`config.mk`:
```
export PLATFORM = sky130hd
export DESIGN_NAME = alu_pipe
export DESIGN_NICKNAME = d
export VERILOG_FILES = /design/src/rtl/alu_pipe.sv
export SDC_FILE = /design/constraint.sdc
export NUM_CORES = 1
export LEC_CHECK = 0
export ABC_CLOCK_PERIOD_IN_PS = 1600
export CAP_MARGIN = 10
export CORE_AREA = 3 3 96 98
export CTS_CLUSTER_SIZE = 24
export DETAILED_ROUTE_END_ITERATION = 10
export DIE_AREA = 0 0 99 101
export RECOVER_POWER = 50
export SYNTH_ARGS = -nofsm -noshare
export SYNTH_HDL_FRONTEND = slang
export SYNTH_SLANG_ARGS = --single-unit
export TNS_END_PERCENT = 50
```
`constraint.sdc`:
```
create_clock -name clk -period 1.6 [get_ports clk]
set_input_delay 0.24 -clock clk [delete_from_list [all_inputs] [get_ports clk]]
set_output_delay 0.24 -clock clk [all_outputs]
set_load 0.05 [all_outputs]
```
`src/rtl/alu_pipe.sv`:
```
// alu_pipe
// --------
// Pipelined ALU with a valid/ready handshake on both sides. Each accepted
// operation is evaluated combinationally from the input operands and the
// result, flags and error bit are captured into stage 0. Stages 1..STAGES-1
// are pure delay. The last stage drives the outputs directly. One global
// stall freezes every stage whenever a valid result is waiting on
// downstream.
//
// Parameters
//   WIDTH   operand/result width in bits (>= 2)
//   STAGES  pipeline register stages from acceptance to output (>= 1)
//
// Ports
//   clk        clock, rising edge
//   rst_n      asynchronous active-low reset
//   op_in      4-bit opcode
//   a_in       operand A
//   b_in       operand B, also the unsigned shift amount for shifts
//   in_valid   upstream offers an operation
//   in_ready   block can accept an operation this cycle
//   out        result
//   flags_out  {overflow, carry, negative, zero}
//   err_out    result came from an undefined opcode
//   out_valid  out/flags_out/err_out are valid
//   out_ready  downstream accepts the result this cycle

module alu_pipe #(
   parameter int WIDTH  = 8,
   parameter int STAGES = 2
) (
   input  logic             clk,
   input  logic             rst_n,
   input  logic [3:0]       op_in,
   input  logic [WIDTH-1:0] a_in,
   input  logic [WIDTH-1:0] b_in,
   input  logic             in_valid,
   output logic             in_ready,
   output logic [WIDTH-1:0] out,
   output logic [3:0]       flags_out,
   output logic             err_out,
   output logic             out_valid,
   input  logic             out_ready
);

   typedef enum logic [3:0] {
      OP_AND   = 4'd0,
      OP_NAND  = 4'd1,
      OP_OR    = 4'd2,
      OP_NOR   = 4'd3,
      OP_XOR   = 4'd4,
      OP_XNOR  = 4'd5,
      OP_NOTA  = 4'd6,
      OP_NOTB  = 4'd7,
      OP_ADD   = 4'd8,
      OP_SUB   = 4'd9,
      OP_SHL   = 4'd10,
      OP_SHR   = 4'd11,
      OP_SRA   = 4'd12
   } opcode_t;

   // WIDTH always fits in WIDTH bits for WIDTH >= 2, so the shift amount can
   // be compared against it without widening b_in.
   localparam logic [WIDTH-1:0] SHIFT_LIMIT = WIDTH'(WIDTH);

   logic              stall;

   logic [STAGES-1:0] stageValid;
   logic [WIDTH-1:0]  stageResult [STAGES];
   logic [3:0]        stageFlags  [STAGES];
   logic              stageErr    [STAGES];

   logic [WIDTH:0]    addSum;
   logic [WIDTH:0]    subSum;
   logic [WIDTH:0]    shlExt;
   logic [WIDTH:0]    shrExt;
   logic [WIDTH:0]    sraExt;
   logic              bigShift;
   logic              signA;

   logic [WIDTH-1:0]  aluResult;
   logic              aluCarry;
   logic              aluOverflow;
   logic              aluErr;
   logic [3:0]        aluFlags;

   // A valid result sitting at the output that downstream refuses freezes
   // the whole pipeline. While reset is held nothing may be accepted.
   assign stall    = out_valid & ~out_ready;
   assign in_ready = rst_n & ~stall;

   // Arithmetic uses one extra bit so the carry falls out as the top bit.
   // Subtraction is a + ~b + 1, so a set top bit means no borrow occurred.
   assign addSum = {1'b0, a_in} + {1'b0, b_in};
   assign subSum = {1'b0, a_in} + {1'b0, ~b_in} + (WIDTH+1)'(1);

   // Shifts are done on a vector one bit wider than the operand so the last
   // bit shifted out lands in the extra position: the top bit for a left
   // shift and the bottom bit for right shifts. A zero shift leaves the
   // extra bit at zero, which is exactly the required carry for that case.
   assign shlExt   = {1'b0, a_in} << b_in;
   assign shrExt   = {a_in, 1'b0} >> b_in;
   assign sraExt   = $unsigned($signed({a_in, 1'b0}) >>> b_in);
   assign bigShift = (b_in >= SHIFT_LIMIT);
   assign signA    = a_in[WIDTH-1];

   // Operation decode. Logic and NOT ops never set carry or overflow,
   // shifts never set overflow, and undefined opcodes return an all-zero
   // result with the error bit set.
   always_comb begin
      aluResult   = '0;
      aluCarry    = 1'b0;
      aluOverflow = 1'b0;
      aluErr      = 1'b0;
      case (op_in)
         OP_AND:  aluResult = a_in & b_in;
         OP_NAND: aluResult = ~(a_in & b_in);
         OP_OR:   aluResult = a_in | b_in;
         OP_NOR:  aluResult = ~(a_in | b_in);
         OP_XOR:  aluResult = a_in ^ b_in;
         OP_XNOR: aluResult = ~(a_in ^ b_in);
         OP_NOTA: aluResult = ~a_in;
         OP_NOTB: aluResult = ~b_in;
         OP_ADD: begin
            aluResult   = addSum[WIDTH-1:0];
            aluCarry    = addSum[WIDTH];
            aluOverflow = (signA == b_in[WIDTH-1]) &&
                          (addSum[WIDTH-1] != signA);
         end
         OP_SUB: begin
            aluResult   = subSum[WIDTH-1:0];
            aluCarry    = subSum[WIDTH];
            aluOverflow = (signA != b_in[WIDTH-1]) &&
                          (subSum[WIDTH-1] != signA);
         end
         OP_SHL: begin
            if (bigShift) begin
               aluResult = '0;
               aluCarry  = 1'b0;
            end else begin
               aluResult = shlExt[WIDTH-1:0];
               aluCarry  = shlExt[WIDTH];
            end
         end
         OP_SHR: begin
            if (bigShift) begin
               aluResult = '0;
               aluCarry  = 1'b0;
            end else begin
               aluResult = shrExt[WIDTH:1];
               aluCarry  = shrExt[0];
            end
         end
         OP_SRA: begin
            if (bigShift) begin
               aluResult = {WIDTH{signA}};
               aluCarry  = signA;
            end else begin
               aluResult = sraExt[WIDTH:1];
               aluCarry  = sraExt[0];
            end
         end
         default: begin
            aluResult = '0;
            aluErr    = 1'b1;
         end
      endcase
   end

   // Flags are assembled once the result is known. An undefined opcode
   // reports all flags clear even though its zero result would otherwise
   // raise the zero flag.
   always_comb begin
      aluFlags = 4'b0000;
      if (!aluErr) begin
         aluFlags = {aluOverflow, aluCarry, aluResult[WIDTH-1],
                     (aluResult == '0)};
      end
   end

   // Pipeline registers. All stages advance together when not stalled and
   // hold together when stalled. Valid bits always shift so bubbles travel
   // with the data, but payload only loads alongside a valid entry so the
   // outputs keep their last meaningful values while a bubble passes.
   always_ff @(posedge clk or negedge rst_n) begin
      if (!rst_n) begin
         stageValid <= '0;
         for (int i = 0; i < STAGES; i++) begin
            stageResult[i] <= '0;
            stageFlags[i]  <= '0;
            stageErr[i]    <= 1'b0;
         end
      end else if (!stall) begin
         stageValid[0] <= in_valid;
         if (in_valid) begin
            stageResult[0] <= aluResult;
            stageFlags[0]  <= aluFlags;
            stageErr[0]    <= aluErr;
         end
         for (int i = 1; i < STAGES; i++) begin
            stageValid[i] <= stageValid[i-1];
            if (stageValid[i-1]) begin
               stageResult[i] <= stageResult[i-1];
               stageFlags[i]  <= stageFlags[i-1];
               stageErr[i]    <= stageErr[i-1];
            end
         end
      end
   end

   // The last stage is the output register.
   assign out_valid = stageValid[STAGES-1];
   assign out       = stageResult[STAGES-1];
   assign flags_out = stageFlags[STAGES-1];
   assign err_out   = stageErr[STAGES-1];

endmodule

```
After elaboration in Yosys (flattened, before gate mapping)
Index checks and enable logic that the tools add are counted.
{"block": "classes", "addsub": 3, "mul": 0, "n_div": 0, "magnitude_cmp": 1, "n_eq_ne": 16, "n_shift": 3, "n_mux": 11, "n_bitwise": 12, "reduce_logical": 7}
{"op": "8-bit case mux with 13 select lines", "count": 1}
{"op": "8-bit NOT", "count": 5}
{"op": "8-bit two-way mux", "count": 3}
{"op": "4-bit equality test, second input constant", "count": 5}
{"op": "8-bit by 8-bit adder with 9-bit output", "count": 2}
{"op": "4-bit by 3-bit equality test with 1-bit output, second input constant", "count": 4}
{"op": "13-bit OR reduction", "count": 1}
{"op": "9-bit by 1-bit adder with 9-bit output, second input constant", "count": 1}
{"op": "8-bit by 8-bit left shift with 9-bit output", "count": 1}
{"op": "9-bit by 8-bit right shift with 9-bit output", "count": 1}
{"op": "9-bit by 8-bit >>> shifter with 9-bit output", "count": 1}
{"op": "8-bit AND", "count": 1}
{"op": "4-bit by 2-bit equality test with 1-bit output, second input constant", "count": 2}
{"op": "8-bit by 4-bit >= comparator with 1-bit output, second input constant", "count": 1}
{"op": "8-bit zero test", "count": 1}
{"op": "8-bit OR", "count": 1}
{"op": "8-bit XOR", "count": 1}
{"op": "1-bit case mux with 5 select lines", "count": 1}
{"op": "4-bit by 1-bit equality test with 1-bit output, second input constant", "count": 1}
{"op": "4-bit zero test", "count": 1}
{"op": "1-bit two-way mux", "count": 4}
{"op": "4-bit two-way mux", "count": 1}
{"op": "2-bit AND reduction", "count": 2}
{"op": "1-bit != test", "count": 3}
{"op": "5 further kinds", "count": 8}
{"block": "totals", "regBits": 28, "latchBits": 0, "mem_bits_rw": 0, "mem_bits_ro": 0, "inputBits": 24, "output_inout_bits": 15, "wordCells": 60, "mem_count": 0}

Longest topological paths before layout
Gate-level depths: netlist of run 1.
{"block": "depth", "word_depth": 7, "depth_mapped": 11, "ltp_nobuf": 10}

Worst setup path before layout of run 1
Ideal clock, no wire load.
{"block": "synth_timing", "path_type": "input port to flip-flop", "start": "input port a_in[0]", "end": "register stageFlags[4] (netlist name)", "setup_ns": 0.077, "arrival_time_ns": 2.475, "required_ns": 1.523, "slack_ns": -0.952, "stages": 11, "path_buffers": 1, "cell_sequence": "clkbuf_1 -> inv_1 -> ha_1 -> fa_1 -> nor3_1 -> a211o_1 -> a221oi_4 -> a221o_1 -> a2111oi_2 -> nand4_1 -> o21ai_1"}
{"block": "synth_between", "elab_chain_len": 5, "word_cells_on_any_way": 19, "cone_classes": "3 x add/sub; 3 x shift; 5 x mux; 7 x bitwise; 1 x reduce/logical"}
{"element": "from (decl)", "line_no": "35", "source": "input logic [WIDTH-1:0] a_in,"}
{"element": "8-bit by 8-bit adder with 9-bit output (tied with other cells)", "line_no": "95", "source": "assign subSum = {1'b0, a_in} + {1'b0, ~b_in} + (WIDTH+1)'(1);"}
{"element": "9-bit by 1-bit adder with 9-bit output (tied with other cells)", "line_no": "95"}
{"element": "8-bit case mux with 13 select lines *", "line_no": "115", "source": "case (op_in)"}
{"element": "8-bit zero test *", "line_no": "177", "source": "(aluResult == '0)};"}
{"element": "4-bit two-way mux *", "line_no": "175", "source": "if (!aluErr) begin"}
{"element": "to (signal, indexed assignment)", "line_no": "204", "source": "stageFlags[i] <= stageFlags[i-1];"}
{"element": "to (decl)", "line_no": "70", "source": "logic [3:0] stageFlags [STAGES];"}
Every way passes the cells marked *; elsewhere a longest branch is shown, timed or not.
A chain may end at the register's enable or synchronous reset.

Worst setup path in the final report of run 1
{"block": "layout_timing", "start": "input port b_in[0]", "end": "register stageFlags[4] (netlist name)"}
{"block": "layout_between", "elab_chain_len": 6, "word_cells_on_any_way": 20, "cone_classes": "3 x add/sub; 1 x order compare; 3 x shift; 5 x mux; 7 x bitwise; 1 x reduce/logical"}
{"element": "from (decl)", "line_no": "36", "source": "input logic [WIDTH-1:0] b_in,"}
{"element": "8-bit NOT", "line_no": "95, 123"}
{"element": "8-bit by 8-bit adder with 9-bit output", "line_no": "95"}
{"element": "9-bit by 1-bit adder with 9-bit output", "line_no": "95"}
{"element": "8-bit case mux with 13 select lines *", "line_no": "115"}
{"element": "8-bit zero test *", "line_no": "177"}
{"element": "4-bit two-way mux *", "line_no": "175"}
Marked as above.

==> qor.yml, run 1 <==
route:
  drt_iter0_markers: 339
  dr_total_vias: 4253
  drc_errors: 0
  met1_length_um: 5664
  highest_layer: "met4"
  wire_per_inst_um: 19.23
  wl_met2_um: 6853
  dr.pass1.iters: 5
  wl_um: 13920
  antenna_left: 0
  drt-vias-per-instance: 5.874
  dr_wl_met3_um: 820
synth:
  synth_top_area_frac: 0.1861
  ys_async_sr_fraction: 1.000
  synth_edf_count: 0
  ys_ff_latch: 28
  yosysSeqAreaShare: 0.1861
  ys_warn_count: 0
  ys_types: 76
  synth_fp_nets: 508
  ys.flop_type: "dfrtp_1"
  netlist_instances: 458
  ys_top_cells_by_count: "43 x nand2_1, 28 x dfrtp_1, 28 x mux2i_1, 25 x inv_1"
  yosysMostFrequentCell: "nand2_1"
  avgSynthCellArea_um2: 8.220
  yosys.area.top_type: "dfrtp_1"
  synthTopCellsByArea: "dfrtp_1 19%, ha_1 8.0%, mux2i_1 7.4%"
  syn_area_mm2: 0.003765
cells_and_area:
  nets: 667
  fillers: 698
  utilization: 0.6910
  antennaDiodeCount: 0
  syn2layout_area_growth_pct: 56.93
  drive_gt1_frac: 0.4984
  design_area_mm2: 0.005908
placement:
  port_buffers: 38
  gp_congestion: 0.9345
  place_ws_ns: -1.464
  dp_hpwl_um: 10450
  dpl-instance-area_mm2: 0.005230
sta:
  max-slew-margin-rel: 0.5655
  setup_tns_ns: -4.345
  hold_violations: 0
  worst_slew_pin_slew_ns: 0.6518
  finalWorstSetupSlack_ns: -0.6219
  finClkSkew_ns: 0.001357
  setup_viol: 12
  fmax_mhz: 450.1
  rsz0062_at_grt: "yes"
  whs_ns: 0.4842
  maxSlewViolCount: 0
  fin_crit_sh: 1.389
  final.min_clock_period_ns: 2.222
clock_tree:
  cts_max_path_buffers: 2
  postCtsHoldBufs: 0
  cts-root-buf: "clkbuf_8"
  htree_levels: 1
  cts_tree: "yes"
  clk_latency_ns: 0.27
  cts_made_buffers: 3
  path_clk_slew_ns: 0.08
  clock-sinks: 28
worst_setup_path:
  critPathMaxFanout: 3
  start_kind: "primary input"
  end_kind: "flip-flop"
  crit_start: "b_in[0]"
  critical_path_required_ns: 1.80
  ff2ff_path_depth: 5
  rrSetupSlack_ns: 0.28
  reg2reg_from: "stageValid[1]"
  r2r-end: "stageFlags[4]"
  arrival_ns: 2.42
  crit_type: "primary input to flip-flop"
power:
  power-per-cell-area_mw_per_mm2: 614.8
  p_leak_uw: 0.002654
  ir_drop_mv: 0.3392
global_routing:
  grt_antenna_before_repair: 0
  grt_pass1_wl_um: 22050
  grt_max_degree: 29
  grt_pass1_vias: 4217
  grt_overflow_total: 0
  grtUsageTotal: 0.2773
floorplanning:
  coreArea_mm2: 0.008551
  rows: 34
  ioPinCount: 39
  die_height_um: 101
  start_util: 0.4403
  die_x_um: 99
  dieArea_mm2: 0.009999
min_path:
  hp-start: "stageResult[15]"
  min_delay_path_depth: 1
  whs_endpoint: "stageResult[15]"
  hold_path.class: "flip-flop to flip-flop"
outcome:
  status: "finished, violations left"
  violations: "negative setup slack"
job:
  cap_violations: 0
==> where the power goes <==
part           internal, µW  leakage (µW)  switching, µW  total (µW)
clock network           220     0.0000288            195         415
registers               874      0.000357           81.8         956
logic                  1010       0.00227           1250        2260
==> stage by stage <==
stage          cells  total power, µW
3_5_place_dp     696             2991
4_1_cts          713             3551
5_1_grt          724             3846
6_report         724             3632
3_3_place_gp     696             2950
2_1_floorplan    458             2355
==> repair_timing <==
action	4_1_cts	5_1_grt
endpoints found under the hold margin	0	0
setup buffers	12	11
gates resized for setup	119	51
setup endpoints to repair	13	12
cloned	1	0
pin swaps	37	11
==> placed cells by master, fill, tap and decap left out, drive strengths merged, types with 5 or more instances in the layout <==
| cell type | n |
|---|---|
| nor2b | 8 |
| nor3 | 12 |
| ha | 24 |
| a211oi | 6 |
| dfrtp | 28 |
| and3 | 5 |
| buf | 182 |
| o211ai | 7 |
| nor2 | 22 |
| a21oi | 23 |
| o221ai | 6 |
| mux2 | 17 |
| inv | 26 |
| a211o | 5 |
| clkbuf | 14 |
| mux2i | 28 |
| nand2b | 14 |
| and2 | 5 |
| mux4 | 5 |
| xnor2 | 5 |
| nand2 | 43 |
| o21ai | 26 |
| o22ai | 6 |
| nor4 | 5 |
| nand3 | 6 |
==> how the worst max path moves through the flow <==
stage,endpoint,slack (ns),depth (start not counted)
after floorplan,stageFlags[4],-0.67,11
after global routing,stageFlags[4],-0.73,12
after detailed placement,stageFlags[4],-1.46,11
final,stageFlags[4],-0.62,11
after global placement,stageFlags[4],-1.40,11
after CTS,stageFlags[4],-0.60,12
==> layout make-up <==
| type | count | area (µm²) | area share |
|---|---|---|---|
| repair buffers | 201 | 1672 | 0.2829 |
| well taps | 108 | 135.1 | 0.02287 |
| multi-input cells | 356 | 3207 | 0.5428 |
| clock buffers | 4 | 55.05 | 0.009318 |
| flip-flops and latches | 28 | 700.7 | 0.1186 |
| inverters | 27 | 138.9 | 0.02351 |
==> worst max-delay path: stages <==
cell and delay (ns):
buf_8 0.11, buf_6 0.11, ha_4 0.16, fa_2 0.37, nor3_2 0.12, a211o_1 0.23
a221oi_4 0.10, a221o_1 0.36, a2111oi_4 0.34, nand4_1 0.13, o21ai_1 0.14
==> kinds of logic after synthesis <==
group,count (synthesis),synth area share
and+or+nand+nor,146,0.2067
AOI/OAI and AO/OA,128,0.2479
buffers and inverters,74,0.09970
muxes,50,0.1552
DFF,28,0.1861
adders and majority gates,26,0.09040
xor gates and xnor gates,6,0.01396
==> state kept, by name, indices dropped and copies added (netlist names) <==
signal / flops
flags_out: 4
stageResult: 8
err_out: 1
stageErr: 1
out: 8
stageValid: 2
stageFlags: 4
==> routing by layer <==
| layer | track usage | vias up |
|---|---|---|
| li1 | - | 2004 |
| met1 | 0.3385 | 2041 |
| met2 | 0.4866 | 170 |
| met3 | 0.03599 | 38 |
| met4 | 0.1229 | 0 |
| met5 | 0 | - |
Power figures use the tool's default switching activity.
==> run 2, diff against run 1 <==
CORE_AREA = 3 3 108 110   (was 3 3 96 98)
CTS_CLUSTER_DIAMETER = 60   (was not set)
DIE_AREA = 0 0 111 113   (was 0 0 99 101)
DONT_BUFFER_PORTS = 1   (was not set)
==> run 2 against run 1 <==
Effect of this change: the run still ends with negative setup slack left; global-route usage is 8.5 points lower; count of clock-buffer cells in the layout stayed put; register-to-register slack worse by 0.08 ns; critical endpoint is now stageResult[14].
==> qor.yml, run 2 (synthesis gave the netlist of run 1 again) <==
clock_tree:
  cts_max_path_buffers: 2  # unchanged
  cts_tree: "yes"
  clock-sinks: 28  # unchanged
  cts-root-buf: "clkbuf_8"
  cts_made_buffers: 3  # unchanged
  path_clk_slew_ns: 0.09  # about the same
  htree_levels: 1  # unchanged
  clk_latency_ns: 0.27  # about the same
cells_and_area:
  nets: 567  # -15%
  drive_gt1_frac: 0.3663  # -0.1321
  mostFrequentLayoutCell: "buf_4"
  utilization: 0.4492  # -0.2417
  syn2layout_area_growth_pct: 28.78
  mostFrequentLayoutCells: "97 x buf_4, 42 x nand2_1, 28 x dfrtp_1, 26 x mux2i_1, 20 x nor2_1"
  antennaDiodeCount: 0  # unchanged
route:
  wl_um: 12310  # -12%
  wire_per_inst_um: 18.77  # -2.4%
  antenna_left: 0  # unchanged
  drt-vias-per-instance: 5.793  # -1.4%
  dr.pass1.iters: 5  # unchanged
  drc_errors: 0  # unchanged
  drt_iter0_markers: 317  # -6.5%
  dr_total_vias: 3800  # -11%
job:
  cap_violations: 0  # unchanged
floorplanning:
  die_x_um: 111  # +12%
  die_height_um: 113  # +12%
  ioPinCount: 39  # unchanged
  coreArea_mm2: 0.01079  # +26%
  dieArea_mm2: 0.01254  # +25%
  rows: 38  # +12%
  start_util: 0.3488  # -0.09147
placement:
  place_ws_ns: -0.8572  # +0.6065 ns
  gp_congestion: 0.9786  # +4.7%
  port_buffers: 0  # -100%
  dp_hpwl_um: 9469  # -9.4%
worst_setup_path:
  r2r-end: "stageFlags[6]"
  end_kind: "flip-flop"
  critPathMaxFanout: 10  # +7
  crit_type: "primary input to flip-flop"
  cp_cell_sequence: "clkinvlp_4, fa_2, nor3_2, a211o_4, a221oi_4, a221o_1, a2111oi_4, buf_4, o21ai_2"
  rrSetupSlack_ns: 0.20  # -0.08 ns
  start_kind: "primary input"
  cpMaxStageDelayCell: "fa_2"
  reg2reg_from: "stageValid[1]"
  ff2ff_path_depth: 5  # unchanged
  critPathMaxStageDelay_ns: 0.42  # +0.05 ns
  critical_path_required_ns: 1.77  # -0.03 ns
  arrival_ns: 2.17  # -0.25 ns
min_path:
  whs_endpoint: "stageFlags[6]"
  hold_path.class: "primary input to flip-flop"
  hp-start: "op_in[3]"
  min_delay_path_depth: 2  # +1
sta:
  hold_violations: 0  # unchanged
  finalWorstSetupSlack_ns: -0.4061  # +0.2158 ns
  fin_crit_sh: 1.254  # -0.1349
  finClkSkew_ns: 0.001422  # +0.00006523 ns
  setup_viol: 12  # unchanged
  maxSlewViolCount: 0  # unchanged
  whs_ns: 0.1271  # -0.3571 ns
  rsz0062_at_grt: "yes"
  worst_slew_pin_slew_ns: 0.6571  # +0.005317 ns
  fmax_mhz: 498.5  # +11%
  final.min_clock_period_ns: 2.006  # -0.2158 ns
  max-slew-margin-rel: 0.5619  # -0.003545
global_routing:
  grt_pass1_wl_um: 19820  # -10%
  grt_overflow_total: 0  # unchanged
  grt_pass1_vias: 3649  # -13%
  grt_max_degree: 42  # +45%
  grt_antenna_before_repair: 0  # unchanged
  grtUsageTotal: 0.1927  # -0.08462
power:
  ir_drop_mv: 0.7219  # +110%
  power-per-cell-area_mw_per_mm2: 626.0  # +1.8%
  p_leak_uw: 0.002061  # -22%
outcome:
  status: "finished, violations left"
  violations: "negative setup slack"
run 2: cell types whose count changed in the layout (fill, tap and decap cells not counted), sizes merged:
cell           delta
clkinvlp          +1
buf              -83
inv               -1
bufbuf            -1
clkdlybuf4s50     -2
dlygate4sd2       -4
clkdlybuf4s15     -1
clkbuf            -9
run 2: power by group:
part | internal (µW) | switching [µW]
combinational | 679 | 578
clock | 220 | 206
sequential | 868 | 484
run 2: how the worst max path moves through the flow:
stage / start / to / slack (ns) / cells after the start
2_1_floorplan: a_in[0] / stageFlags[4] / -0.67 / 11
3_3_place_gp: a_in[0] / stageFlags[4] / -0.81 / 10
3_5_place_dp: a_in[0] / stageFlags[4] / -0.86 / 10
4_1_cts: a_in[0] / stageFlags[4] / -0.45 / 10
5_1_grt: a_in[0] / stageFlags[4] / -0.54 / 10
6_report: a_in[1] / stageResult[14] / -0.41 / 9
run 2: routing by layer:
layer / wire, µm / part of all wire / up-vias / global-route usage
li1: - / - / 1793 / -
met1: 5474 / 0.44 / 1826 / 0.2667
met2: 5694 / 0.46 / 157 / 0.3070
met3: 730 / 0.059 / 24 / 0.02513
met4: 411 / 0.033 / 0 / 0.07389
met5: 0 / 0 / - / 0
run 2: what timing repair did:
| action | in CTS | in global routing |
|---|---|---|
| buffers inserted | 1 | 3 |
| hold buffers | 2 | 0 |
| gates resized for setup | 14 | 24 |
| endpoints found under the hold margin | 28 | 0 |
| pin swaps | 18 | 19 |
| cloned | 0 | 0 |
| setup endpoints to repair | 12 | 25 |
run 2: metrics by stage:
step	total power (µW)	instance area (µm²)	std cells	TNS [ns]
6_report	3035	4848	656	-2.601
2_1_floorplan	2355	4015	458	-6.464
3_5_place_dp	2503	4547	646	-6.961
3_3_place_gp	2474	4547	646	-6.553
4_1_cts	2980	4708	653	-2.827
5_1_grt	3212	4848	656	-3.591
run 2: critical path: cells and delay by family:
family          cells  cell delay (ns)
buf+inv             2             0.29
fa+ha+maj           1             0.42
simple gates        1             0.15
compound gates      5             1.07
run 2: final cells by class:
type | count | area [µm²]
tap | 140 | 175.2
fill | 1057 | 5944
sequential | 28 | 700.7
timing repair buffer | 101 | 774.5
inverter | 27 | 137.6
clock buffer | 4 | 55.05
multi-input combinational | 356 | 3005
==> run 3, diff against run 2 <==
RECOVER_POWER = 100   (was 50)
TNS_END_PERCENT = 20   (was 50)
==> run 3 against run 2 <==
Effect of this change: the flow still finishes with violations (negative setup slack); critical endpoint unchanged; core utilization is 0.21 points higher; largest cell class unchanged; die area did not move; largest power group unchanged; routed wire length rose by 3.6%.
==> qor.yml, run 3 (synthesis gave the netlist of run 1 again) <==
placement:
  dp_hpwl_um: 9942  # +5.0%
  port_buffers: 0  # unchanged
  gp_congestion: 0.8992  # -8.1%
cells_and_area:
  fillers: 1054  # -0.28%
  syn2layout_area_growth_pct: 29.38
  drive_gt1_frac: 0.3537  # -0.01255
  mostFrequentLayoutCell: "buf_4"
  mostFrequentLayoutCells: "102 x buf_4, 41 x nand2_1, 28 x mux2i_1, 28 x dfrtp_1, 23 x o21ai_0"
  antennaDiodeCount: 0  # unchanged
  nets: 574  # +1.2%
route:
  drt-vias-per-instance: 5.768  # -0.43%
  drc_errors: 0  # unchanged
  dr_total_vias: 3824  # +0.63%
  antenna_left: 0  # unchanged
  dr.pass1.iters: 4  # -1
  wire_per_inst_um: 19.24  # +2.5%
  drt_iter0_markers: 228  # -28%
  wl_um: 12750  # +3.6%
sta:
  max-slew-margin-rel: 0.5530  # -0.008958
  setup_tns_ns: -3.066  # -0.4651 ns
  finClkSkew_ns: 0.002695  # +0.001273 ns
  setup_viol: 12  # unchanged
  rsz0062_at_grt: "yes"
  fin_crit_sh: 1.295  # +0.04137
  final.min_clock_period_ns: 2.072  # +0.06619 ns
  worst_slew_pin_slew_ns: 0.6688  # +0.01169 ns
  fmax_mhz: 482.6  # -3.2%
  finalWorstSetupSlack_ns: -0.4723  # -0.06619 ns
  maxSlewViolCount: 0  # unchanged
  whs_ns: 0.1315  # +0.004394 ns
  hold_violations: 0  # unchanged
worst_setup_path:
  end_kind: "flip-flop"
  critPathMaxStageDelay_ns: 0.38  # -0.04 ns
  critical_path_required_ns: 1.75  # -0.02 ns
  start_kind: "primary input"
  cp_cell_sequence: "ha_4, inv_4, fa_2, and3b_2, a211oi_4, o31ai_4, a221o_1, a2111oi_4, buf_4, o21ai_1"
  rrSetupSlack_ns: 0.27  # +0.07 ns
  cpMaxStageDelayCell: "a221o_1"
  critPathMaxFanout: 28  # +18
  ff2ff_path_depth: 3  # -2
  crit_type: "primary input to flip-flop"
  reg2reg_from: "stageValid[1]"
  arrival_ns: 2.22  # +0.05 ns
  r2r-end: "flags_out[3]"
clock_tree:
  htree_levels: 1  # unchanged
  cts-root-buf: "clkbuf_8"
  clk_latency_ns: 0.26  # about the same
  cts_max_path_buffers: 2  # unchanged
  clock-sinks: 28  # unchanged
  path_clk_slew_ns: 0.09  # about the same
  cts_tree: "yes"
  cts_made_buffers: 3  # unchanged
power:
  power-per-cell-area_mw_per_mm2: 642.3  # +2.6%
  ir_drop_mv: 0.7666  # +6.2%
  p_leak_uw: 0.002101  # +2.0%
  p_total_uw: 3129  # +3.1%
floorplanning:
  die_height_um: 113  # unchanged
  ioPinCount: 39  # unchanged
  dieArea_mm2: 0.01254  # unchanged
  die_x_um: 111  # unchanged
  rows: 38  # unchanged
  start_util: 0.3488  # unchanged
  coreArea_mm2: 0.01079  # unchanged
outcome:
  violations: "negative setup slack"
  status: "finished, violations left"
global_routing:
  grt_max_degree: 42  # unchanged
  grt_overflow_total: 0  # unchanged
  grtUsageTotal: 0.1984  # +0.005715
  grt_pass1_wl_um: 20440  # +3.2%
  grt_pass1_vias: 3848  # +5.5%
  grt_antenna_before_repair: 0  # unchanged
min_path:
  min_delay_path_depth: 2  # unchanged
  hp-start: "op_in[3]"
  hold_path.class: "primary input to flip-flop"
  whs_endpoint: "stageFlags[6]"
job:
  cap_violations: 0  # unchanged
## run 3: cell types whose count changed in the layout (fill, tap and decap cells not counted), moves of 2 or more
cell / previous run / this run
mux2i_1: 26 / 28
o31ai_4: 0 / 2
buf_4: 97 / 102
inv_8: 2 / 0
a21oi_1: 19 / 21
inv_6: 0 / 2
o21ai_2: 2 / 0
o21ai_0: 19 / 23
mux2i_2: 2 / 0
o21ai_1: 5 / 3
a2bb2oi_2: 2 / 0
## run 3: metrics by stage
step                utilization  setup WS [ns]  cell area, µm²  instances
floorplan                     -        -0.6744            3945        458
global placement         0.4221        -0.7874            4556        652
detailed placement       0.4221        -0.8652            4556        652
CTS                      0.4418        -0.3949            4768        660
global route             0.4513        -0.5627            4871        663
finish                   0.4513        -0.4723            4871        663
## run 3: repair_timing
| action | 4_1_cts | 5_1_grt |
|---|---|---|
| hold buffers | 2 | 0 |
| pin swaps | 14 | 6 |
| resized for setup | 17 | 21 |
| buffers inserted | 2 | 3 |
| endpoints found under the setup margin | 12 | 25 |
| endpoints found under the hold margin | 28 | 0 |
## run 3: layout make-up
cell class | instances | area [µm²] | area share
Clock buffer | 3 | 41.29 | 0.008477
Clock inverter | 1 | 30.03 | 0.006165
Inverter | 27 | 132.6 | 0.02723
Multi-Input combinational cell | 356 | 2962 | 0.6080
Sequential cell | 28 | 700.7 | 0.1438
Tap cell | 140 | 175.2 | 0.03596
Timing Repair Buffer | 108 | 829.5 | 0.1703
## run 3: worst max-delay path: cells and delay by family
kind	cells	cell delay, ns
simple gates	1	0.23
fa+ha+maj	2	0.35
buf+inv	2	0.22
compound gates	5	1.17
## run 3: power breakdown
part | total, µW | switching, µW | internal [µW] | leakage [µW]
logic | 1240 | 575 | 668 | 0.00171
clock network | 532 | 198 | 334 | 0.0000357
registers | 1350 | 486 | 868 | 0.000357
## run 3: worst max-delay path by stage
| stage | startpoint | to | slack [ns] | depth (start not counted) |
|---|---|---|---|---|
| after global routing | a_in[1] | stageFlags[4] | -0.56 | 9 |
| after CTS | a_in[1] | stageFlags[4] | -0.39 | 9 |
| after floorplan | a_in[0] | stageFlags[4] | -0.67 | 11 |
| after detailed placement | a_in[0] | stageFlags[4] | -0.87 | 10 |
| after global placement | a_in[0] | stageFlags[4] | -0.79 | 10 |
| final | b_in[0] | stageResult[14] | -0.47 | 10 |
## run 3: layer usage
| layer | global-route usage | up-vias | part of all wire |
|---|---|---|---|
| met2 | 0.3532 | 123 | 0.49 |
| met4 | 0.05419 | 0 | 0.025 |
| li1 | - | 1817 | - |
| met3 | 0.02620 | 23 | 0.066 |
| met5 | 0 | - | 0 |
| met1 | 0.2532 | 1861 | 0.42 |
==> RTL change, RTL diff (config.mk and constraints of run 3) <==
Make the reset (`rst_n`) synchronous in one clocked block. Comments in the files are not updated.
--- a/src/rtl/alu_pipe.sv
+++ b/src/rtl/alu_pipe.sv
@@ -182,7 +182,7 @@
    // hold together when stalled. Valid bits always shift so bubbles travel
    // with the data, but payload only loads alongside a valid entry so the
    // outputs keep their last meaningful values while a bubble passes.
-   always_ff @(posedge clk or negedge rst_n) begin
+   always_ff @(posedge clk) begin
       if (!rst_n) begin
          stageValid <= '0;
          for (int i = 0; i < STAGES; i++) begin
Check against the original RTL: differs if rst_n is asserted again (counterexample within 4 cycles, from zero or initial values and one cycle with rst_n low); with rst_n held inactive, the same outputs for 10 cycles.
==> RTL change against run 3 <==
The run still ends with setup timing left; utilization decreased by 2.4 points; count of clock-buffer cells in the layout is the same; routed wire length fell by 5.3%; design area shrank 5.3%; worst hold slack got worse by 39 ps; combinational power is 19% lower; total power is 25% lower; register-to-register slack worse by 180 ps; sequential cell count did not move; area after synthesis decreased by 2.3%; global-route usage decreased by 1.2 points; setup slack worse by 120 ps; sequential share of layout area increased by 3.4 points; critical endpoint is now stageFlags[0][0].
==> RTL change: results (changes against run 3) <==
- Avg Inst Size Synth: 8.282 um^2 (was 8.220 um^2)
- Pin count of the biggest net entering global routing: 43 (was 42)
- Setup WS pre-CTS: -958.5 ps (was -865.2 ps)
- Routability congestion estimate: 0.9362 (was 0.8992)
- R2R cell count: 5 (was 3)
- Crit Reg-Reg Startpoint: stageValid[1] (unchanged)
- Worst reg2reg setup slack: 90 ps (was 270 ps)
- Adder-Cell Fraction of Synth Area: 0.09255 (was 0.09040)
- First-pass GRT wire length: 19.06 mm (was 20.44 mm)
- Leak: 1.857 nW (was 2.101 nW)
- Count of different cell masters after synthesis: 73 (was 76)
- Fillers: 1048 (was 1054)
- Failing checks: setup timing (unchanged)
- Non-filler cells, final: 642 (was 663)
- Router iterations before antenna repair: 5 (was 4)
- Top cells by count, synth: 35 x nand2_1, 30 x nor2_1, 26 x edfxtp_1, 24 x ha_1 (was 43 x nand2_1, 28 x dfrtp_1, 28 x mux2i_1, 25 x inv_1)
- DR vias: 3660 (was 3824)
- Synth Area in Compound Gates: 0.2304 (was 0.2479)
- Crit path to: stageFlags[0][0] (was stageResult[14])
- Final setup margin: -591.3 ps (was -472.3 ps)
- Final Setup Violations: 12 (unchanged)
- Status: finished with violations (unchanged)
- Number of enable flip-flop cells after synthesis: 26 (was 0)
- Worst VDD drop: 490.7 uV (was 766.6 uV)
- Layout cells sized above 1: 0.3028 (was 0.3537)
- Dpl cells: 632 (was 652)
==> RTL change: repair_timing <==
item / 4_1_cts / 5_1_grt
pin swaps: 11 / 10
setup buffers: 2 / 5
gates resized for setup: 14 / 16
setup endpoints to repair: 12 / 12
==> RTL change: area by class of cell <==
type,count,area (um^2),share of cell area
well taps,140,175.2,0.03799
repair buffers,100,739.5,0.1604
clock buffers,3,41.29,0.008955
inverters,23,105.1,0.02280
clock inverters,1,3.754,0.0008141
flip-flops and latches,28,820.8,0.1780
multi-input cells,347,2725,0.5910
==> RTL change: layer usage <==
metal / track usage / share of wire
met2: 0.3083 / 0.46
met1: 0.2443 / 0.42
met5: 0 / 0
met4: 0.06897 / 0.039
met3: 0.03583 / 0.077
==> RTL change: worst max-delay path: stages <==
cell and delay (ps):
clkinvlp_4 100, fa_2 430, nand2b_4 170, o2bb2ai_4 140, o31ai_4 280, o221ai_2 160
a2111oi_4 400, and3_1 210, and4b_1 190
==> RTL change: worst min path at each step <==
stage                from            end  slack (ps)
floorplan           rst_n  stageValid[1]         360
global placement    rst_n  stageValid[1]         360
detailed placement  rst_n  stageValid[1]         380
CTS                 rst_n  stageValid[1]          90
global route        rst_n  stageValid[1]          70
finish              rst_n  stageValid[1]          90
==> RTL change: kinds of logic after synthesis <==
| kind of cell | count (synthesis) |
|---|---|
| AND/OR/NAND/NOR | 164 |
| AO/OA/AOI/OAI | 120 |
| buffers and inverters | 69 |
| flip-flops | 28 |
| multiplexers | 27 |
| adder cells (fa/ha/maj) | 26 |
| XOR/XNOR | 10 |
==> RTL change: power breakdown <==
group          total (W)  switching, W  leakage [nW]  internal (W)
sequential      0.000972      0.000106         0.298      0.000865
combinational    0.00101      0.000488          1.54      0.000522
clock           0.000369      0.000197        0.0231      0.000172
